<file path="config.mk">
export PLATFORM = sky130hd
export DESIGN_NAME = mem_stage
export DESIGN_NICKNAME = d
export VERILOG_FILES = /design/src/rtl/mem_stage_pkg.sv /design/src/rtl/mem_timeout_counter.sv /design/src/rtl/mem_stage.sv
export SDC_FILE = /design/constraint.sdc
export NUM_CORES = 1
export LEC_CHECK = 0
export BUFFER_PORTS_ARGS = -buffer_cell sky130_fd_sc_hd__buf_2
export CAP_MARGIN = 20
export CORE_MARGIN = 1.5
export CORE_UTILIZATION = 28
export DETAILED_ROUTE_END_ITERATION = 10
export PLACE_DENSITY = 0.63
export SLEW_MARGIN = 20
export SYNTH_ARGS = -nofsm -noshare
export SYNTH_HDL_FRONTEND = slang
export SYNTH_HIERARCHICAL = 1
export SYNTH_SLANG_ARGS = --single-unit
</file>
<file path="constraint.sdc">
create_clock -name clk -period 2.3 [get_ports clk]
set_clock_uncertainty 0.05 [all_clocks]
set_input_delay 0.115 -clock clk [delete_from_list [all_inputs] [get_ports clk]]
set_output_delay 0.115 -clock clk [all_outputs]
set_load 0.1 [all_outputs]
</file>
<file path="src/rtl/mem_stage_pkg.sv">
// Shared types and default sizes for the memory stage of the 16-bit pipelined CPU.
package mem_stage_pkg;

  localparam int unsigned DATA_W_DEF         = 16;
  localparam int unsigned ADDR_W_DEF         = 10;
  localparam int unsigned REG_IDX_W          = 4;
  localparam int unsigned TIMEOUT_CYCLES_DEF = 255;

  typedef enum logic {
    IDLE     = 1'b0,
    WAIT_ACK = 1'b1
  } state_e;

endpackage

</file>
<file path="src/rtl/mem_timeout_counter.sv">
// Wait-for-ack cycle counter; expired is raised in the waited cycle that reaches the limit.
module mem_timeout_counter #(
  parameter int unsigned CNT_W = 8
) (
  input  logic             clk,
  input  logic             reset,
  input  logic             clear,
  input  logic             enable,
  input  logic [CNT_W-1:0] limit,
  output logic             expired
);

  logic [CNT_W-1:0] cnt_q, cnt_d;

  always_comb begin
    cnt_d = cnt_q;
    if (clear) begin
      cnt_d = '0;
    end else if (enable) begin
      cnt_d = cnt_q + 1'b1;
    end
  end

  always_ff @(posedge clk) begin
    if (!reset) begin
      cnt_q <= '0;
    end else begin
      cnt_q <= cnt_d;
    end
  end

  // cnt_q counts earlier ack-less wait cycles; +1 includes the current one
  assign expired = enable && (({1'b0, cnt_q} + (CNT_W+1)'(1)) >= {1'b0, limit});

endmodule

</file>
<file path="src/rtl/mem_stage.sv">
// Memory stage: EX/MEM -> data-RAM req/ack -> registered MEM/WB bundle.
// Optional wait-for-ack timeout enabled by defining MEM_TIMEOUT_EN.
module mem_stage
  import mem_stage_pkg::*;
#(
  parameter int unsigned DATA_W         = DATA_W_DEF,
  parameter int unsigned ADDR_W         = ADDR_W_DEF,
  parameter int unsigned TIMEOUT_CYCLES = TIMEOUT_CYCLES_DEF
) (
  input  logic                 clk,
  input  logic                 reset,
  input  logic                 valid_in,
  input  logic                 mm_in,
  input  logic                 wm_in,
  input  logic                 wre_in,
  input  logic [REG_IDX_W-1:0] reg_dest_in,
  input  logic [DATA_W-1:0]    alu_result_in,
  input  logic [DATA_W-1:0]    store_data_in,
  output logic                 ready_out,
  output logic                 ram_req,
  output logic                 ram_wren,
  output logic [ADDR_W-1:0]    ram_addr,
  output logic [DATA_W-1:0]    ram_wdata,
  input  logic                 ram_ack,
  input  logic [DATA_W-1:0]    ram_rdata,
  output logic                 wb_valid,
  output logic                 wb_wre,
  output logic [REG_IDX_W-1:0] wb_reg_dest,
  output logic [DATA_W-1:0]    wb_data,
  output logic                 mem_fault
);

  state_e                 state_q, state_d;
  logic                   ram_req_q, ram_req_d;
  logic                   ram_wren_q, ram_wren_d;
  logic [ADDR_W-1:0]      ram_addr_q, ram_addr_d;
  logic [DATA_W-1:0]      ram_wdata_q, ram_wdata_d;
  logic                   cap_wre_q, cap_wre_d;
  logic [REG_IDX_W-1:0]   cap_dest_q, cap_dest_d;
  logic                   wb_valid_q, wb_valid_d;
  logic                   wb_wre_q, wb_wre_d;
  logic [REG_IDX_W-1:0]   wb_reg_dest_q, wb_reg_dest_d;
  logic [DATA_W-1:0]      wb_data_q, wb_data_d;
  logic                   accept;
  logic                   timeout_hit;

  assign accept = valid_in && (state_q == IDLE);

`ifdef MEM_TIMEOUT_EN
  localparam int unsigned CNT_W = ($clog2(TIMEOUT_CYCLES + 1) > 8) ? $clog2(TIMEOUT_CYCLES + 1) : 8;
  logic mem_fault_q, mem_fault_d;

  mem_timeout_counter #(
    .CNT_W (CNT_W)
  ) u_timeout (
    .clk     (clk),
    .reset   (reset),
    .clear   (accept && mm_in),
    .enable  ((state_q == WAIT_ACK) && !ram_ack),
    .limit   (CNT_W'(TIMEOUT_CYCLES)),
    .expired (timeout_hit)
  );

  always_comb begin
    mem_fault_d = timeout_hit;
  end

  always_ff @(posedge clk) begin
    if (!reset) begin
      mem_fault_q <= 1'b0;
    end else begin
      mem_fault_q <= mem_fault_d;
    end
  end

  assign mem_fault = mem_fault_q;
`else
  localparam int unsigned UNUSED_TIMEOUT_CYCLES = TIMEOUT_CYCLES;
  assign timeout_hit = 1'b0;
  assign mem_fault   = 1'b0;
`endif

  always_comb begin
    state_d = state_q;
    case (state_q)
      IDLE:     if (accept && mm_in) state_d = WAIT_ACK;
      WAIT_ACK: if (ram_ack || timeout_hit) state_d = IDLE;
      default:  state_d = IDLE;
    endcase
  end

  always_comb begin
    ram_req_d     = ram_req_q;
    ram_wren_d    = ram_wren_q;
    ram_addr_d    = ram_addr_q;
    ram_wdata_d   = ram_wdata_q;
    cap_wre_d     = cap_wre_q;
    cap_dest_d    = cap_dest_q;
    wb_valid_d    = 1'b0;
    wb_wre_d      = wb_wre_q;
    wb_reg_dest_d = wb_reg_dest_q;
    wb_data_d     = wb_data_q;
    if (accept && !mm_in) begin
      wb_valid_d    = 1'b1;
      wb_wre_d      = wre_in;
      wb_reg_dest_d = reg_dest_in;
      wb_data_d     = alu_result_in;
    end else if (accept) begin
      ram_req_d   = 1'b1;
      ram_wren_d  = wm_in;
      ram_addr_d  = alu_result_in[ADDR_W-1:0];
      ram_wdata_d = store_data_in;
      cap_wre_d   = wre_in;
      cap_dest_d  = reg_dest_in;
    end else if (state_q == WAIT_ACK && (ram_ack || timeout_hit)) begin
      // ram_wren_q doubles as the load/store flag of the outstanding access
      ram_req_d     = 1'b0;
      ram_wren_d    = 1'b0;
      wb_valid_d    = 1'b1;
      wb_reg_dest_d = cap_dest_q;
      wb_wre_d      = 1'b0;
      if (ram_ack && !ram_wren_q) begin
        wb_wre_d  = cap_wre_q;
        wb_data_d = ram_rdata;
      end
    end
  end

  always_ff @(posedge clk) begin
    if (!reset) begin
      state_q       <= IDLE;
      ram_req_q     <= 1'b0;
      ram_wren_q    <= 1'b0;
      ram_addr_q    <= '0;
      ram_wdata_q   <= '0;
      cap_wre_q     <= 1'b0;
      cap_dest_q    <= '0;
      wb_valid_q    <= 1'b0;
      wb_wre_q      <= 1'b0;
      wb_reg_dest_q <= '0;
      wb_data_q     <= '0;
    end else begin
      state_q       <= state_d;
      ram_req_q     <= ram_req_d;
      ram_wren_q    <= ram_wren_d;
      ram_addr_q    <= ram_addr_d;
      ram_wdata_q   <= ram_wdata_d;
      cap_wre_q     <= cap_wre_d;
      cap_dest_q    <= cap_dest_d;
      wb_valid_q    <= wb_valid_d;
      wb_wre_q      <= wb_wre_d;
      wb_reg_dest_q <= wb_reg_dest_d;
      wb_data_q     <= wb_data_d;
    end
  end

  always_comb begin
    ready_out = (state_q == IDLE);
  end

  assign ram_req     = ram_req_q;
  assign ram_wren    = ram_wren_q;
  assign ram_addr    = ram_addr_q;
  assign ram_wdata   = ram_wdata_q;
  assign wb_valid    = wb_valid_q;
  assign wb_wre      = wb_wre_q;
  assign wb_reg_dest = wb_reg_dest_q;
  assign wb_data     = wb_data_q;

endmodule
</file>
# --- Word level (Yosys, flattened, before mapping) ---
# Index checks and enable logic that the tools add are counted.
word_totals:
  register_bits: 56
  inputBits: 59
  out_inout_bits: 52
  wordCells: 48
classes:
  n_eq_ne: 1
  muxes: 20
  bitwise_logic: 2
  n_reduce_logical: 14
ops:
  columns: ["op", "n"]
  rows:
  - ["16-bit 2-to-1 mux", 4]
  - ["1-bit 2-to-1 mux", 12]
  - ["4-bit 2-to-1 mux", 3]
  - ["2-bit AND reduction", 3]
  - ["2-bit nonzero test", 3]
  - ["1-bit logical AND", 5]
  - ["3-bit AND reduction", 1]
  - ["1-bit logical NOT", 2]
  - ["2-bit by 1-bit != test with 1-bit output, second input constant", 1]
  - ["1-bit NOT", 2]
  - ["1-bit one-hot mux with 2 select lines", 1]

# --- Depth between registers and ports, before layout ---
logic_depth:
  ltp_word: 6
  mapped_depth: 7
  depth_no_buf: 3

# --- Least setup slack after synthesis ---
# No wires, ideal clock.
synth_path:
  path_type: "register to register"
  startpoint: "register ram_wren_q, in the netlist ram_wren"
  endpoint: "register wb_data_q[10], in the netlist wb_data[10]"
  setup_time_ps: 67
  arrival_ps: 1836
  t_required_ps: 2183
  setup_slack_ps: 347
  path_stages_with_launch: 5
  path_buffers: 1
  period_less_slack_ps: 1953
  path_cell_list: "dfxtp_1 nand3b_1 clkbuf_1 o221ai_1 a21oi_2"
synth_between:
  elab_chain_cells: 4
synth_rtl:
  columns: ["item", "line", "source"]
  rows:
  - ["start, declared", "mem_stage.sv:35", "logic ram_wren_q, ram_wren_d;"]
  - ["start signal, assigned", "mem_stage.sv:145", "ram_wren_q <= ram_wren_d;"]
  - ["1-bit logical NOT", "mem_stage.sv:122", "if (ram_ack && !ram_wren_q) begin"]
  - ["1-bit logical AND", "mem_stage.sv:122", null]
  - ["2-bit nonzero test (no line)", null, null]
  - ["3-bit AND reduction (no line)", null, null]
  - ["end signal, assigned", "mem_stage.sv:153", "wb_data_q <= wb_data_d;"]
  - ["end, declared", "mem_stage.sv:43", "logic [DATA_W-1:0] wb_data_q, wb_data_d;"]
# Every way passes these cells.
# A chain may end at the register's enable or synchronous reset.

# --- Worst setup path in the final report ---
layout_path:
  startpoint: "register state_q"
  endpoint: "register wb_data_q[15], in the netlist wb_data[15]"
layout_between:
  elab_chain_cells: 5
  elab_cells_between_ends: 9
  cone_classes: "1 x eq/ne; 1 x mux; 1 x bitwise; 6 x reduce/logical"
layout_rtl:
  columns: ["item", "line", "source"]
  rows:
  - ["start, declared", "mem_stage.sv:33", "state_e state_q, state_d;"]
  - ["start signal, assigned", "mem_stage.sv:143", "state_q <= state_d;"]
  - ["1-bit NOT", "mem_stage.sv:47", "assign accept = valid_in && (state_q == IDLE);"]
  - ["1-bit logical AND", "mem_stage.sv:47", null]
  - ["1-bit logical AND", "mem_stage.sv:103", "if (accept && !mm_in) begin"]
  - ["2-bit by 1-bit != test with 1-bit output (no line) or 2-bit nonzero test (tied branches)", null, null]
  - ["3-bit AND reduction (no line)", null, null]
# Parallel ways exist; a longest one is shown, timed or not.

==> results.ini <==
[logic_synthesis]
syn_area_um2=2220
syn-num-nets=309
yosys.area_share.simple_pct=14.0
synth_commonest_cells=65 x nand2_1, 56 x dfxtp_1, 33 x a21boi_0
synth.distinct_cells=23
ys_seq_area_share_pct=50.5
ys_ff_latch=56
async_reset_ff_share_pct=0
synthCells=250
synthTopCellsByArea=dfxtp_1 50%, a21boi_0 11%, nand2_1 11%
synth-compound-area-share_pct=25.5
synth_xor_area_share_pct=0
synthAdderAreaFrac_pct=0
yosys.area.top_type=dfxtp_1
yosysMostFrequentCell=nand2_1
synth_warnings=6
syn_avg_cell_area_um2=8.88
synth_edf_count=0
synth_top_area_share_pct=50.5
ys.flop_type=dfxtp_1
synth_top_family_by_area=compound AO/OA/AOI/OAI gates
synth.area.mux_share_pct=1.80

[pwr]
p_per_area_nw_per_um2=744
p_leak_nw=1.38
worst_ir_drop_vdd_v=0.000250
total_power_mw=2.29

[clock_network]
htreeDepth=2
cts_buffers=5
cts.clk_slew.worst_paths_ns=0.10
insertion_delay_ns=0.30
cts_tree=built
root_buffer=clkbuf_8
clockBufferDepth=2
cts_setup_buffers=0
cts_num_sinks=56

[place]
placedCellCount=447
globalplace.congestion=0.685
dpl.hpwl_mm=4.34
port_buffers=109

[die]
coreArea_um2=7690
io-pin-count=111
dieArea_um2=8480
start_util_pct=28.9
core.rowCount=32
die_x_um=92.1
die_y_um=92.1

[layout]
drive_gt1_share_pct=36.2
synthToLayoutAreaGrowth_pct=38.4
final_core_util_pct=40.0
stdcell_count=469
fin_nets=426
insertedDiodeCount=0

[detailed_routing]
drtIter0Drc=58
routed_via_density=4.52
drc=0
wl_per_cell_um=13.1
drt_pass1_iterations=4
wirelength_mm=6.13
detail-route-antenna-nets=0
dr_total_vias=2122

[worst_setup_path]
required_ns=2.45
end_kind=flip-flop
worst_r2r_path_depth=4
cp.arrival_ns=1.78
cp-start-kind=flip-flop
worstPathMaxFanout=17
crit_type=flip-flop to flip-flop
rrSetupSlack_ns=0.66
crit-reg2reg-capture=wb_data[15]
reg2reg_from=state_q

[global_routing]
grt_antenna_before_repair=0
overflow=0
grt_pass1_vias=2086
grt_use_total_pct=14.5
grt_max_degree=29
grt_pass1_wl_mm=9.83

[run]
max-cap-violations=0

[timing]
fmax_ghz=0.611
hold_viol=0
post-route-min-period_ns=1.64
period_share_pct=71.1
finalSetupViolCount=0
tns_ns=0
rsz0062_at_grt=false
report.final.slew_viol_count=0

[run_status]
outcome=complete, no violations

[worst_hold_path]
hold_end=ram_addr[1]
hold_path.startpoint=alu_result_in[1]
hold_path_class=primary input to flip-flop
whs_path_depth=3

[worst max-delay path, stage by stage (launching register included)]
cell	delay (ns)
dfxtp_1	0.36
or3b_1	0.57
buf_4	0.28
o221ai_1	0.21
a21oi_1	0.06
[routing by layer]
metal / vias up / track usage [%] / part of all wire [%]
met5: - / 0 / 0
met1: 987 / 18.1 / 44
met2: 61 / 24.3 / 49
li1: 1068 / - / -
met3: 6 / 4.81 / 6.5
met4: 0 / 3.08 / 0.82
[worst max-delay path by stage]
stage	startpoint	cells past startpoint	end	slack, ns
6_report	state_q	4	wb_data[15]	0.66
5_1_grt	state_q	4	wb_data[7]	0.55
4_1_cts	state_q	4	wb_data[15]	0.66
3_5_place_dp	state_q	4	wb_data[15]	0.66
3_3_place_gp	state_q	4	wb_data[8]	0.73
2_1_floorplan	ram_wren	4	wb_data[10]	0.35
[stage by stage]
stage / setup slack (ns) / hold WS [ns] / area (um2)
after floorplan: 0.347 / 0.210 / 2220
after global placement: 0.730 / 0.314 / 2850
after detailed placement: 0.658 / 0.323 / 2850
after CTS: 0.655 / 0.00152 / 3040
after global routing: 0.547 / 0.000397 / 3070
final: 0.664 / 0.0102 / 3070
[power by group]
part,total [mW],internal (mW),switching (mW)
Clock,0.515,0.208,0.306
Combinational,0.714,0.155,0.559
Sequential,1.06,1.03,0.0292
Total,2.29,1.39,0.895
[layout by cell type, fill, tap and decap left out]
cell type        n
o21ai_0          6
mux2i_1          4
nor2b_1          1
a21oi_2         10
buf_12           1
dlygate4sd3_1   15
nand3b_1         2
and2_1           1
conb_1           1
buf_2          109
nand2_1         65
o221ai_1        16
a31oi_1          1
clkbuf_8         5
nand4b_1         1
and3b_1          1
clkinv_2         1
and2_4           1
or3b_1           1
a21oi_1         11
dfxtp_1         56
inv_1           17
nand3_1          1
a21boi_0        33
clkbuf_1         1
buf_4            6
[what timing repair did]
action	CTS	global route
gates resized for setup	0	0
endpoints found under the hold margin	12	3
hold buffers	12	3
[kinds of logic after synthesis]
group,Yosys count
AOI/OAI and AO/OA,77
buffers and inverters,38
DFF,56
muxes,4
other,1
and+or+nand+nor,74
[registers in the layout, indices dropped and copies added (netlist names)]
signal / flops
ram_wdata: 16
cap_wre_q: 1
cap_dest_q: 4
state_q: 1
ram_wren: 1
wb_valid: 1
wb_reg_dest: 4
ram_addr: 10
ram_req: 1
wb_wre: 1
wb_data: 16
[layout make-up]
class | instances | area (um2)
fill | 823 | 4610
sequential | 56 | 1120
multi-input combinational | 156 | 922
timing repair buffer | 131 | 761
tap | 102 | 128
clock buffer | 6 | 72.6
inverter | 17 | 63.8
clock inverter | 1 | 5.00
(Power assumes the default switching activity.)
